<file path="src/rtl/exe_stage.sv">
// rtl/exe_stage.sv - execute stage: ALU, 32-step restoring divider, data SRAM request, EXE->MEM bus
module alu (
  input  logic [11:0] alu_op,
  input  logic [31:0] alu_src1,
  input  logic [31:0] alu_src2,
  output logic [31:0] alu_result
);
  logic [31:0] add_res;
  logic [31:0] sub_res;
  logic [31:0] sll_res;
  logic [31:0] srl_res;
  logic [31:0] sra_res;
  logic        slt_res;
  logic        sltu_res;

  assign add_res  = alu_src1 + alu_src2;
  assign sub_res  = alu_src1 - alu_src2;
  assign slt_res  = $signed(alu_src1) < $signed(alu_src2);
  assign sltu_res = alu_src1 < alu_src2;
  assign sll_res  = alu_src1 << alu_src2[4:0];
  assign srl_res  = alu_src1 >> alu_src2[4:0];
  assign sra_res  = $unsigned($signed(alu_src1) >>> alu_src2[4:0]);

  // one-hot op select: add sub slt sltu and nor or xor sll srl sra lui
  assign alu_result = ({32{alu_op[0]}}  & add_res)
                    | ({32{alu_op[1]}}  & sub_res)
                    | ({32{alu_op[2]}}  & {31'b0, slt_res})
                    | ({32{alu_op[3]}}  & {31'b0, sltu_res})
                    | ({32{alu_op[4]}}  & (alu_src1 & alu_src2))
                    | ({32{alu_op[5]}}  & ~(alu_src1 | alu_src2))
                    | ({32{alu_op[6]}}  & (alu_src1 | alu_src2))
                    | ({32{alu_op[7]}}  & (alu_src1 ^ alu_src2))
                    | ({32{alu_op[8]}}  & sll_res)
                    | ({32{alu_op[9]}}  & srl_res)
                    | ({32{alu_op[10]}} & sra_res)
                    | ({32{alu_op[11]}} & alu_src2);
endmodule

module exe_stage #(
  parameter int DS2ES_W = 225,
  parameter int ES2MS_W = 174
) (
  input  logic               clk,
  input  logic               reset,
  input  logic               ms_allowin,
  output logic               es_allowin,
  input  logic               ds_to_es_valid,
  input  logic [DS2ES_W-1:0] ds_to_es_bus,
  output logic               es_to_ms_valid,
  output logic [ES2MS_W-1:0] es_to_ms_bus,
  output logic [38:0]        es_to_ds_fwd,
  output logic               out_es_valid,
  output logic               data_sram_en,
  output logic [3:0]         data_sram_we,
  output logic [31:0]        data_sram_addr,
  output logic [31:0]        data_sram_wdata,
  input  logic               ms_ex,
  input  logic               wb_ex,
  input  logic               wb_ertn
);
  typedef enum logic [1:0] {DIV_IDLE, DIV_CALC, DIV_DONE} div_state_t;

  logic               es_valid;
  logic [DS2ES_W-1:0] bus_r;
  logic               es_ready_go;
  logic               flush;

  logic [3:0]  div_op;
  logic [2:0]  st_op;
  logic [4:0]  ld_op;
  logic [33:0] csr_data;
  logic [11:0] alu_op;
  logic [31:0] src1;
  logic [31:0] src2;
  logic [31:0] rj_value;
  logic [31:0] rkd_value;
  logic        res_from_mem;
  logic        gr_we;
  logic [4:0]  dest;
  logic [31:0] pc;

  assign {div_op, st_op, ld_op, csr_data, alu_op, src1, src2, rj_value, rkd_value,
          res_from_mem, gr_we, dest, pc} = bus_r;

  assign flush = wb_ex | wb_ertn;

  always_ff @(posedge clk) begin
    if (reset || flush) es_valid <= 1'b0;
    else if (es_allowin) es_valid <= ds_to_es_valid;
  end

  always_ff @(posedge clk) begin
    if (reset) bus_r <= '0;
    else if (ds_to_es_valid && es_allowin) bus_r <= ds_to_es_bus;
  end

  logic [31:0] alu_result;

  alu u_alu (
    .alu_op     (alu_op),
    .alu_src1   (src1),
    .alu_src2   (src2),
    .alu_result (alu_result)
  );

  div_state_t  div_state;
  div_state_t  div_next;
  logic [31:0] dvd;
  logic [31:0] dvs;
  logic [31:0] rem;
  logic [31:0] quo;
  logic [4:0]  cnt;
  logic        is_div;
  logic        div_signed;
  logic [31:0] rj_abs;
  logic [31:0] rkd_abs;
  logic [32:0] step_shift;
  logic [32:0] step_diff;
  logic        step_ge;
  logic [31:0] step_rem;

  assign is_div     = |div_op;
  assign div_signed = div_op[3] | div_op[2];
  assign rj_abs     = (div_signed && rj_value[31])  ? -rj_value  : rj_value;
  assign rkd_abs    = (div_signed && rkd_value[31]) ? -rkd_value : rkd_value;

  // restoring step: bring down the next dividend bit, keep the trial difference if it fits
  assign step_shift = {rem, dvd[31]};
  assign step_diff  = step_shift - {1'b0, dvs};
  assign step_ge    = step_shift >= {1'b0, dvs};
  assign step_rem   = step_ge ? step_diff[31:0] : step_shift[31:0];

  always_ff @(posedge clk) begin
    if (reset) div_state <= DIV_IDLE;
    else div_state <= div_next;
  end

  always_comb begin
    div_next = div_state;
    if (flush) begin
      div_next = DIV_IDLE;
    end else begin
      case (div_state)
        DIV_IDLE: if (es_valid && is_div) div_next = DIV_CALC;
        DIV_CALC: if (cnt == 5'd31) div_next = DIV_DONE;
        DIV_DONE: if (ms_allowin) div_next = DIV_IDLE;
        default:  div_next = DIV_IDLE;
      endcase
    end
  end

  always_ff @(posedge clk) begin
    if (reset) begin
      dvd <= '0;
      dvs <= '0;
      rem <= '0;
      quo <= '0;
      cnt <= '0;
    end else if (div_state == DIV_IDLE && div_next == DIV_CALC) begin
      dvd <= rj_abs;
      dvs <= rkd_abs;
      rem <= '0;
      quo <= '0;
      cnt <= '0;
    end else if (div_state == DIV_CALC) begin
      dvd <= {dvd[30:0], 1'b0};
      rem <= step_rem;
      quo <= {quo[30:0], step_ge};
      cnt <= cnt + 5'd1;
    end
  end

  logic        div_zero;
  logic        q_neg;
  logic        r_neg;
  logic [31:0] quotient;
  logic [31:0] remainder;
  logic [31:0] result;

  assign div_zero  = (rkd_value == 32'd0);
  assign q_neg     = div_signed && (rj_value[31] ^ rkd_value[31]);
  assign r_neg     = div_signed && rj_value[31];
  assign quotient  = div_zero ? 32'hFFFF_FFFF : (q_neg ? -quo : quo);
  assign remainder = div_zero ? rj_value : (r_neg ? -rem : rem);

  assign result = (div_op[3] | div_op[1]) ? quotient
                : (div_op[2] | div_op[0]) ? remainder
                : alu_result;

  assign es_ready_go    = is_div ? (div_state == DIV_DONE) : 1'b1;
  assign es_allowin     = !es_valid || (es_ready_go && ms_allowin);
  assign es_to_ms_valid = es_valid && es_ready_go;
  assign out_es_valid   = es_valid;

  assign es_to_ms_bus = {rj_value, rkd_value, csr_data, ld_op, res_from_mem, gr_we, dest,
                         result, pc};

  logic fwd_we;
  logic fwd_block;

  assign fwd_we       = es_valid && gr_we;
  assign fwd_block    = fwd_we && (res_from_mem || (is_div && div_state != DIV_DONE));
  assign es_to_ds_fwd = {fwd_we, fwd_block, dest, result};

  logic es_ex;
  logic st_en;

  assign es_ex = csr_data[29];

  // the request fires only in the cycle the instruction leaves, so it is issued exactly once
  assign data_sram_en = es_valid && (|ld_op || |st_op) && es_ready_go && ms_allowin
                     && !es_ex && !ms_ex && !wb_ex && !wb_ertn;
  assign data_sram_addr = alu_result;
  assign st_en          = data_sram_en && |st_op;

  always_comb begin
    data_sram_we    = 4'b0000;
    data_sram_wdata = 32'd0;
    if (st_en) begin
      if (st_op[2]) begin
        data_sram_we    = 4'b0001 << alu_result[1:0];
        data_sram_wdata = {4{rkd_value[7:0]}};
      end else if (st_op[1]) begin
        data_sram_we    = alu_result[1] ? 4'b1100 : 4'b0011;
        data_sram_wdata = {2{rkd_value[15:0]}};
      end else begin
        data_sram_we    = 4'b1111;
        data_sram_wdata = rkd_value;
      end
    end
  end
endmodule

</file>
<file path="config.mk">
export PLATFORM = sky130hd
export DESIGN_NAME = exe_stage
export DESIGN_NICKNAME = d
export VERILOG_FILES = /design/src/rtl/exe_stage.sv
export SDC_FILE = /design/constraint.sdc
export NUM_CORES = 2
export LEC_CHECK = 0
export ABC_AREA = 1
export BUFFER_PORTS_ARGS = -buffer_cell sky130_fd_sc_hd__buf_2
export CAP_MARGIN = 20
export CORE_MARGIN = 1.5
export CORE_UTILIZATION = 28
export DETAILED_ROUTE_END_ITERATION = 10
export HOLD_SLACK_MARGIN = 0.1
export SYNTH_ARGS = -nofsm -noshare
export SYNTH_HDL_FRONTEND = slang
export SYNTH_SLANG_ARGS = --single-unit
</file>
<file path="constraint.sdc">
create_clock -name clk -period 5.19 [get_ports clk]
set_clock_uncertainty 0.1 [all_clocks]
set_input_delay 0.519 -clock clk [delete_from_list [all_inputs] [get_ports clk]]
set_output_delay 0.519 -clock clk [all_outputs]
set_load 0.005 [all_outputs]
</file>
==> flow_summary.json <==
{
  "dp_hpwl_mm": 137,
  "crit_path_start_kind": "flip-flop",
  "fin_setup_tns_ns": 0,
  "min_period_ns": 4.89,
  "numCtsBuffers": 48,
  "ant_nets": 0,
  "ioPinCount": 517,
  "design_power_total_mw": 10.6,
  "max_freq_mhz": 204,
  "die_y_um": 343,
  "synth-simple-area-share": 0.379,
  "synth.distinct_cells": 62,
  "clock_latency_ns": 0.68,
  "drive_gt1_frac": 0.127,
  "wl_mm": 174,
  "grt_overflow": 0,
  "critPathBufInv": 3,
  "leakage_nw": 18.7,
  "cp_max_fo": 15,
  "min_path_type": "in -> reg",
  "path_delay_family": "simple AND/OR/NAND/NOR gates",
  "worstSetupPathType": "reg -> out",
  "ys_ff_latch": 361,
  "report.final.slew_viol_count": 0,
  "cts_buffer_depth": 3,
  "ys_warn_count": 0,
  "path_cells": "inv_1, ha_1, nor2_1, inv_1, nor2_1, nand2_1, nand2_2, nand2_2, nand2_2, nand2_2, nand2_1, nor2_1, nor2_2, nand3_1, a21oi_1, buf_2",
  "cts_sinks": 361,
  "max_slew.worst_pin.slew_ns": 1.02,
  "clockRootBuffer": "clkbuf_16",
  "cts_tree": "done",
  "synth_edf_count": 0,
  "cts_resized": 0,
  "endpoint_kind": "output pin",
  "post_synth.cell_area_avg_um2": 5.87,
  "routed_via_density": 5.27,
  "avgRoutedWirePerCell_um": 23.4,
  "synthesis.area_um2": 32300,
  "crit_arrival_ns": 4.27,
  "setup_viol": 0,
  "synth_nets": 5875,
  "start_util": 0.282,
  "htree_num_levels": 2,
  "grt_pass1_vias": 37100,
  "firstDrtPassIters": 7,
  "synth_top_family_by_area": "simple AND/OR/NAND/NOR gates",
  "grt_pass1_wl_mm": 248,
  "syn_inst": 5505,
  "status": "finished, final reports clean",
  "ys_seq_area_frac": 0.224,
  "required_ns": 4.57,
  "grt_max_degree": 174,
  "ir_worst_vdd_v": 0.000242,
  "nets": 6237,
  "power.density_nw_per_um2": 276,
  "core.rowCount": 124,
  "gp_congestion": 1.01,
  "core_region_area_um2": 114000,
  "rsz0062_at_grt": "no",
  "crit_path_frequent_cell": "nand2_2",
  "postCtsSetupRepairBufs": 0,
  "fp.dieW_um": 343,
  "holdBufCountCts": 176,
  "die_area_um2": 117000,
  "drv_cap": 0,
  "slew-limit-headroom": 0.317,
  "max_stage_delay_ns": 0.65,
  "drt_iter0_markers": 4345,
  "synth_flop_cell": "dfxtp_1",
  "clk_pin_slew_ns": 0.06,
  "synth_compound_area_frac": 0.171,
  "cp_slowest_cell": "dfxtp_1",
  "yosys.area_share.adder": 0.0542,
  "syn2layout_area_growth_pct": 18.5,
  "async_flop_share": 0,
  "vias": 39200,
  "hold_viol_final": 0,
  "fin_crit_sh": 0.942,
  "synthMuxAreaShare": 0,
  "antenna_found_initial": 11,
  "port_buffers": 516,
  "final_util": 0.335,
  "drc": 0,
  "synthXorXnorAreaFrac": 0.0241,
  "grt_util_all_layers": 0.285
}
## cell type report
| class | instances | area, um^2 |
|---|---|---|
| clock inverter | 25 | 392 |
| multi-input combinational | 4131 | 20300 |
| antenna | 12 | 30.0 |
| inverter | 570 | 2160 |
| tap | 1512 | 1890 |
| fill | 12900 | 76100 |
| clock buffer | 65 | 1400 |
| sequential | 361 | 7230 |
| timing repair buffer | 755 | 4870 |
## registers in the layout, indices dropped and copies added (netlist names)
name / count
quo: 32
bus_r: 225
cnt: 5
dvs: 32
rem: 32
out_es_valid: 1
dvd: 32
div_state: 2
## metrics by stage
stage          std cells  hold WS [ns]  instance area (um^2)  setup slack, ns
2_1_floorplan       5505         0.330                 32300             1.95
3_3_place_gp        7153         0.350                 34700             1.09
3_5_place_dp        7153         0.356                 34700             1.03
4_1_cts             7419         0.101                 38200            0.333
5_1_grt             7423         0.121                 38200           0.0232
6_report            7431         0.107                 38300            0.298
## tightest hold or removal path: cells and delay by family
| kind | cells | cell delay [ns] |
|---|---|---|
| buf+inv | 1 | 0.08 |
| compound gates | 2 | 0.21 |
## where the power goes
part | switching, mW | internal (mW)
combinational | 2.58 | 1.05
clock | 1.55 | 2.26
sequential | 0.204 | 2.91
## Yosys cell counts, types with 9 or more instances
cell type,instances,area (um^2)
dfxtp_1,361,7230
buf_1,23,86.3
buf_2,105,526
nand2_2,10,62.6
ha_1,135,1690
inv_2,22,82.6
nor3_1,59,295
buf_4,202,1520
o22ai_1,15,93.8
nand3b_1,19,143
nor2_2,13,81.3
nand2_1,1381,5180
a21oi_1,414,2070
xnor2_1,9,78.8
o2111ai_1,12,105
nand3_1,614,3070
nor2_4,10,113
clkbuf_1,101,379
xor2_1,80,701
and2_1,10,62.6
o21ai_1,43,215
nor2_1,640,2400
buf_6,9,101
inv_1,543,2040
o21bai_1,15,113
nand4_1,82,513
o21ai_0,435,2180
o211ai_1,40,300
a31oi_1,12,75.1
## logic make-up after synthesis
group	Yosys count
simple gates	2875
compound gates	1029
xor+xnor	89
flops	361
buf+inv	1013
fa+ha+maj	138
## per-layer routing
| metal | up-vias | GRT usage | part of all wire |
|---|---|---|---|
| li1 | 18500 | - | - |
| met1 | 18300 | 0.352 | 0.40 |
| met2 | 1985 | 0.472 | 0.46 |
| met3 | 379 | 0.0511 | 0.084 |
| met4 | 4 | 0.143 | 0.057 |
| met5 | - | 0 | 0.00016 |
## placed cells by master, fill, tap and decap left out, drive strengths merged, types with 4 or more instances in the layout
master / instances
clkbuf: 65
a31oi: 12
o211ai: 40
nor2: 664
ha: 135
nor3b: 4
o221ai: 5
nand3: 620
buf: 579
xor2: 80
a21boi: 5
o21ai: 481
a221oi: 5
diode: 12
bufinv: 7
nand4: 83
o22ai: 15
and3: 5
clkinv: 13
dfxtp: 361
inv: 569
and2: 11
clkinvlp: 6
o2111ai: 12
a21o: 5
o21bai: 15
a21oi: 419
o21a: 4
nor3: 63
or2: 7
dlygate4sd3: 176
nor4: 5
nand2: 1392
nand3b: 19
xnor2: 9
a211oi: 5
## worst paths after layout
path,start,end,slack (ns),cells after the start
worst max-delay path,bus_r[107],data_sram_we[2],0.30,16
worst min register to register,dvd[12],dvd[12],0.36,2
worst min-delay path,ds_to_es_bus[116],bus_r[116],0.11,3
worst max register to register,rem[19],rem[13],1.67,10
(Power assumes the default switching activity.)
